File: src/rtl/pkg_bits.sv
// rtl/pkg_bits.sv - shared operand/result widths and types for the adder datapath
//
// BITS_WIDTH : operand width
// bits_t     : operand type, BITS_WIDTH bits
// bitsw_t    : result type, BITS_WIDTH+1 bits (carry-out in the MSB)
package pkg_bits;

    localparam int BITS_WIDTH = 4;

    typedef logic [BITS_WIDTH-1:0] bits_t;
    typedef logic [BITS_WIDTH:0]   bitsw_t;

endpackage

File: src/rtl/adder_arbiter.sv
// rtl/adder_arbiter.sv - round-robin arbiter sharing one adder among NUM_REQ requesters
//
// Ports:
//   clk, rst_n    : rising-edge clock, asynchronous active-low reset
//   req_valid_i   : per-requester request valid
//   req_a_i       : packed operand a, requester k at [k*BITS_WIDTH +: BITS_WIDTH]
//   req_b_i       : packed operand b, same packing
//   req_cin_i     : per-requester carry-in
//   req_ready_o   : one-hot accept, only ever asserted in IDLE
//   rsp_valid_o   : result available (state RESP)
//   rsp_id_o      : index of the requester owning the result
//   rsp_sum_o     : a + b + cin, carry-out in the MSB
//   rsp_ready_i   : consumer accepts the response
//   busy_o        : high whenever the FSM is not IDLE
module adder_arbiter #(
    parameter  int BITS_WIDTH = pkg_bits::BITS_WIDTH,
    parameter  int NUM_REQ    = 4,
    localparam int ID_W       = $clog2(NUM_REQ)
) (
    input  logic                          clk,
    input  logic                          rst_n,
    input  logic [NUM_REQ-1:0]            req_valid_i,
    input  logic [NUM_REQ*BITS_WIDTH-1:0] req_a_i,
    input  logic [NUM_REQ*BITS_WIDTH-1:0] req_b_i,
    input  logic [NUM_REQ-1:0]            req_cin_i,
    output logic [NUM_REQ-1:0]            req_ready_o,
    output logic                          rsp_valid_o,
    output logic [ID_W-1:0]               rsp_id_o,
    output logic [BITS_WIDTH:0]           rsp_sum_o,
    input  logic                          rsp_ready_i,
    output logic                          busy_o
);

    typedef enum logic [1:0] {
        IDLE = 2'd0,
        EXEC = 2'd1,
        RESP = 2'd2
    } state_t;

    state_t                state;
    state_t                state_nxt;

    logic [ID_W-1:0]       ptr;
    logic [ID_W-1:0]       cand;
    logic [ID_W-1:0]       sel_idx;
    logic                  sel_found;
    logic                  accept;

    logic [BITS_WIDTH-1:0] a_q;
    logic [BITS_WIDTH-1:0] b_q;
    logic                  cin_q;
    logic [ID_W-1:0]       id_q;
    logic [BITS_WIDTH:0]   sum_q;

    // Scan upward from ptr+1 so the most recently served requester has the
    // lowest priority on the next round.
    always_comb begin
        sel_found = 1'b0;
        sel_idx   = '0;
        cand      = '0;
        for (int off = 1; off <= NUM_REQ; off++) begin
            cand = ID_W'((int'(ptr) + off) % NUM_REQ);
            if (!sel_found && req_valid_i[cand]) begin
                sel_found = 1'b1;
                sel_idx   = cand;
            end
        end
    end

    assign accept = (state == IDLE) && sel_found;

    // Gated by rst_n so no grant is advertised while reset is held.
    assign req_ready_o = (rst_n && accept) ? (NUM_REQ'(1) << sel_idx) : '0;

    always_comb begin
        state_nxt = state;
        case (state)
            IDLE:    if (sel_found) state_nxt = EXEC;
            EXEC:    state_nxt = RESP;
            RESP:    if (rsp_ready_i) state_nxt = IDLE;
            default: state_nxt = IDLE;
        endcase
    end

    always_ff @(posedge clk or negedge rst_n) begin
        if (!rst_n) begin
            state <= IDLE;
            ptr   <= ID_W'(NUM_REQ - 1);
            a_q   <= '0;
            b_q   <= '0;
            cin_q <= 1'b0;
            id_q  <= '0;
            sum_q <= '0;
        end else begin
            state <= state_nxt;
            if (accept) begin
                a_q   <= req_a_i[sel_idx*BITS_WIDTH +: BITS_WIDTH];
                b_q   <= req_b_i[sel_idx*BITS_WIDTH +: BITS_WIDTH];
                cin_q <= req_cin_i[sel_idx];
                id_q  <= sel_idx;
            end
            if (state == EXEC) begin
                sum_q <= (BITS_WIDTH+1)'(a_q) + (BITS_WIDTH+1)'(b_q) + (BITS_WIDTH+1)'(cin_q);
            end
            // Pointer only moves on a completed response, so a request lost to
            // reset does not consume its turn.
            if (state == RESP && rsp_ready_i) begin
                ptr <= id_q;
            end
        end
    end

    assign rsp_valid_o = (state == RESP);
    assign rsp_id_o    = id_q;
    assign rsp_sum_o   = sum_q;
    assign busy_o      = (state != IDLE);

endmodule

File: config.mk
export PLATFORM = sky130hd
export DESIGN_NAME = adder_arbiter
export DESIGN_NICKNAME = d
export VERILOG_FILES = /design/src/rtl/pkg_bits.sv /design/src/rtl/adder_arbiter.sv
export SDC_FILE = /design/constraint.sdc
export NUM_CORES = 1
export LEC_CHECK = 0
export CAP_MARGIN = 20
export CORE_MARGIN = 2
export CORE_UTILIZATION = 40
export DETAILED_ROUTE_END_ITERATION = 8
export DONT_BUFFER_PORTS = 1
export GPL_TIMING_DRIVEN = 0
export HOLD_SLACK_MARGIN = 0.05
export PLACE_DENSITY = 0.52
export SLEW_MARGIN = 20
export SYNTH_ARGS = -nofsm -noshare
export SYNTH_HDL_FRONTEND = slang
export SYNTH_SLANG_ARGS = --single-unit
File: constraint.sdc
create_clock -name clk -period 3.2 [get_ports clk]
set_input_delay 0.16 -clock clk [delete_from_list [all_inputs] [get_ports clk]]
set_output_delay 0.16 -clock clk [all_outputs]
set_load 0.005 [all_outputs]
Yosys cells after proc, flatten, opt, wreduce, memory -nomap -nowiden --
Index checks and enable logic that the tools add are counted.
Storage, ports and cells: register bits after elaboration 20, input port bits 43, output and inout bits 13
Operators by class: $add $sub $neg 6, magnitude comparators 5, eq/ne operators 4, shifts and indexed selects 3, mux-type cells 22, reductions and logical operators 12
Operator list (number):
- $shiftx A16 B5 Y4 | 2
- $lt A2 B3 Y1 const B | 5
- $mux W2 | 6
- $bmux W1 S2 | 5
- $mux W1 | 9
- $logic_and A1 B1 Y1 | 6
- $pmux W2 S3 | 1
- $add A4 B4 Y5 | 1
- $add A5 B1 Y5 | 1
- $add A2 B1 Y2 const B | 2
- $add A2 B2 Y2 const B | 2
- $mux W4 | 1
- $shl A1 B2 Y4 const A | 1
- $logic_not A1 Y1 | 3
- $eq A2 B1 Y1 const B | 1
- $eq A2 B2 Y1 const B | 1
- $logic_not A2 Y1 | 1
- $ne A2 B1 Y1 const B | 1
- $ne A2 B2 Y1 const B | 1
- $reduce_and A2 Y1 | 1
- $reduce_bool A2 Y1 | 1

Logic depth before layout (Yosys ltp) --
depth in word-level cells 16, gate-level depth with buffers 7, gate-level depth less buffers 7

Least setup slack after synthesis --
OpenSTA, ideal clock, no wires.
path type reg2reg, start point register ptr[1], end point register a_q[0], arrival time 1606 ps, data required time 3052 ps, setup slack 1445 ps, stages on the path, launching flop included 8, clock period less this slack 1755 ps, path through dfstp_2 > mux2_4 > a22oi_2 > and2_1 > buf_4 > buf_8 > mux2i_1 > a211oi_1
On the way: word-level cells in the longest chain between the ends 14
Ends and longest elaborated chain:
- start, declared | line adder_arbiter.sv:43 | logic [ID_W-1:0] ptr;
- start signal, assigned | line adder_arbiter.sv:88 | ptr <= ID_W'(NUM_REQ - 1);
- start signal, assigned | line adder_arbiter.sv:108 | ptr <= id_q;
- $add A2 B1 Y2 | line adder_arbiter.sv:62 | cand = ID_W'((int'(ptr) + off) % NUM_REQ);
- $bmux W1 S2 | line adder_arbiter.sv:63 | if (!sel_found && req_valid_i[cand]) begin
- $mux W1 (implied by the code) | line adder_arbiter.sv:63
- $mux W1 | line adder_arbiter.sv:63
- $logic_not A1 Y1 | line adder_arbiter.sv:63
- $logic_and A1 B1 Y1 | line adder_arbiter.sv:63
- $mux W1 | line adder_arbiter.sv:63
- $logic_not A1 Y1 | line adder_arbiter.sv:63
- $logic_and A1 B1 Y1 | line adder_arbiter.sv:63
- $mux W1 | line adder_arbiter.sv:63
- $logic_not A1 Y1 | line adder_arbiter.sv:63
- $logic_and A1 B1 Y1 | line adder_arbiter.sv:63
- $mux W2 or $mux W1 (tied branches) | line adder_arbiter.sv:63
- $shiftx A16 B5 Y4 or $logic_and A1 B1 Y1 (tied branches) | line adder_arbiter.sv:97, adder_arbiter.sv:70
- end signal, assigned | line adder_arbiter.sv:97 | a_q <= req_a_i[sel_idx*BITS_WIDTH +: BITS_WIDTH];
- end, declared | line adder_arbiter.sv:49 | logic [BITS_WIDTH-1:0] a_q;
Parallel ways exist; a longest one is shown, timed or not. The select of a mux whose other input is x is not followed. A chain may end at the register's enable or synchronous reset.

Worst setup path in the final report --
start point register ptr[1], end point output port req_ready_o[0]
On the way: word-level cells in the longest chain between the ends 16
Ends and longest elaborated chain:
- $add A2 B1 Y2 | line adder_arbiter.sv:62
- $bmux W1 S2 | line adder_arbiter.sv:63
- $mux W1 (implied by the code) | line adder_arbiter.sv:63
- $mux W1 | line adder_arbiter.sv:63
- $logic_not A1 Y1 | line adder_arbiter.sv:63
- $logic_and A1 B1 Y1 | line adder_arbiter.sv:63
- $mux W1 | line adder_arbiter.sv:63
- $logic_not A1 Y1 | line adder_arbiter.sv:63
- $logic_and A1 B1 Y1 | line adder_arbiter.sv:63
- $mux W1 | line adder_arbiter.sv:63
- $logic_not A1 Y1 | line adder_arbiter.sv:63
- $logic_and A1 B1 Y1 | line adder_arbiter.sv:63
- $mux W1 | line adder_arbiter.sv:63
- $logic_and A1 B1 Y1 | line adder_arbiter.sv:70 | assign accept = (state == IDLE) && sel_found;
- $logic_and A1 B1 Y1 | line adder_arbiter.sv:73 | assign req_ready_o = (rst_n && accept) ? (NUM_REQ'(1) << sel_idx) : '0;
- $mux W4 * | line adder_arbiter.sv:73
- end, declared | line adder_arbiter.sv:26 | output logic [NUM_REQ-1:0] req_ready_o,
Mark *: on every way between the ends. The rest lies on a longest branch, timed or not. The select of a mux whose other input is x is not followed.

==> run metrics <==
count of pins over their slew limit=0; FF-to-FF Start=state[1]; Min-Delay Path Class=input port to flop; die width=61.0 um; I/O Pins=56; CTS resizes=0; maxcap violations=0; CTS sink cnt=20; CTS Buffer Depth=2; # DRC=0; Fmax=439 MHz; status=finished, final reports clean; Worst Path Buf+Inv=1; chip height=61.0 um; share of the synthesized area in the top cell type=34.6%; met3 wire length=183 um; TritonCTS clock tree=yes; Synth Register Bits=20; critical-path maximum fanout=10; syn nets=186; RSZ-0062 raised after global routing=false; Vias=1009; number of diodes=0; routability congestion estimate from global placement=0.720; crit-path max cell delay=620 ps; clk_lat worst skew=300 ps; setup repair bufs after CTS=0; Final setup viols=0; max layer used=met4; largest net degree at the start of global routing=21; initial antenna violation count=0; Synth Cell Area=0.00130 mm2; hold_sp=req_a_i[5]; I/O Buffers=0; total CTS buffers=3; final hold viol count=0; Max-slew headroom=40.0%; Critical Path Source=ptr[1]; cell count after synthesis=138; first-pass GRT wire length=4.66 mm; Ys Warns=0; post-synthesis sequential area ratio=38.7%; GRT Util Overall=17.2%; drt pass-1 iters=4; H-tree Lvls=1; CTS clk-pin slew, worst paths=120 ps; initial drt markers=31; Starting Density=42.2%; top cells by area, synth=dfrtp_1, a211oi_1, mux2i_1; clk_skew=5.82 ps; metal2 WL=1.39 mm; die footprint=0.00372 mm2; Final Cycle Share=71.3%; WL met1=1.30 mm; CORE AREA=0.00308 mm2; vias per cell=5.37; Area Overhead vs Synth=8.57%; fin area=0.00141 mm2; Power Dens Cells=960 mW/mm2; synthesized area per cell=9.42 um2; WP data arrival=2120 ps; dpl cell area=0.00136 mm2; Fillers=334; dpl hpwl=2.28 mm; critical path class=flop to output pin; Post-DRT Antenna Nets=0; Peak VDD IR=0.369 mV; Final TNS setup=0 ps; Critical Path Sink Type=output pin; hold bufs inserted after CTS=2; WL/cell=15.4 um; leading area contributor after synthesis=dfrtp_1; Yosys cell types=33; Detailed Route WL=2.90 mm; total power=1.35 mW; Nets=193; Clock Tree Root=clkbuf_4; vias in the first global route=1027; row count=20; static leakage=0.607 nW; gr ovfl total=0; CP Cell Sequence=mux2_4, a22oi_2, clkbuf_1, nand2_1, nor3_1; layout cells sized above 1=10.4%; required time of the critical path=3040 ps; CP Launch Type=flop; Slowest-stage cell, CP=dfstp_2; min Tclk post-route=2280 ps; critical path's top delay family=flip-flops; Worst Tran Pin Value=898 ps
==> report_power, final <==
part	internal (mW)	switching (mW)	leakage (nW)	total (mW)
combinational	0.315	0.406	0.357	0.722
sequential	0.393	0.0922	0.230	0.485
clock	0.0693	0.0784	0.0210	0.148
total	0.778	0.577	0.607	1.35
==> layout by cell type, fill, tap and decap left out, drive strengths merged, types with 5 or more instances in the layout <==
cell	count
mux2i	9
dfrtp	18
a211oi	18
o21ai	8
a21boi	10
nor2	12
nand2	11
nor3	5
inv	9
clkbuf	9
==> logic make-up after synthesis <==
logic type,synth area share [%]
AOI/OAI and AO/OA,24.2
xor gates and xnor gates,1.35
adders and majority gates,5.97
buffers and inverters,6.35
DFF,38.7
muxes,9.82
and+or+nand+nor,13.7
==> registers in the layout, indices dropped and copies added, names as in the netlist <==
register / count
cin_q: 1
rsp_id_o: 2
state: 2
rsp_sum_o: 5
ptr: 2
b_q: 4
a_q: 4
==> final timing paths <==
kind	endpoint	slack (ps)	cells past startpoint
setup / recovery	req_ready_o[0]	920	5
hold / removal	a_q[1]	70	2
setup reg to reg	a_q[2]	1100	6
hold reg to reg	rsp_sum_o[1]	520	2
max in group asynchronous	rsp_sum_o[4]	2230	1
min in group asynchronous	rsp_sum_o[0]	420	1
==> metal layers <==
layer	up-vias	global-route usage [%]
li1	499	-
met1	470	24.0
met2	38	27.5
met3	2	2.73
met4	0	5.59
met5	-	0
==> cells in the mapped netlist, drive strengths merged <==
master,count
a21boi,10
and2,2
buf,3
or2,1
xor2,2
nand2,11
nand3,1
o21a,1
a211oi,18
nor4,1
mux2i,9
mux2,3
a21oi,3
o21ai,8
inv,9
nor2b,2
dfstp,2
nor3,5
nand2b,2
clkbuf,5
nor2,12
a22oi,1
a21o,2
ha,3
o21bai,1
fa,2
a31oi,1
dfrtp,18
==> cell type report <==
class,count,area [um2],area share (%)
multi-input combinational,101,714,50.6
sequential,20,503,35.6
tap,44,55.1,3.90
buffer,8,48.8,3.46
clock buffer,4,36.3,2.57
inverter,9,33.8,2.39
timing repair buffer,2,20.0,1.42
==> stage by stage <==
| stage | util [%] | instances | setup WS (ps) | hold slack, ps |
|---|---|---|---|---|
| after floorplan | - | 138 | 1450 | -136 |
| after global placement | 44.0 | 182 | 1130 | -135 |
| after detailed placement | 44.0 | 182 | 1090 | -135 |
| after CTS | 45.9 | 188 | 899 | 73.0 |
| after global routing | 45.9 | 188 | 762 | 70.4 |
| final | 45.9 | 188 | 920 | 73.2 |
Power figures use the tool's default switching activity.
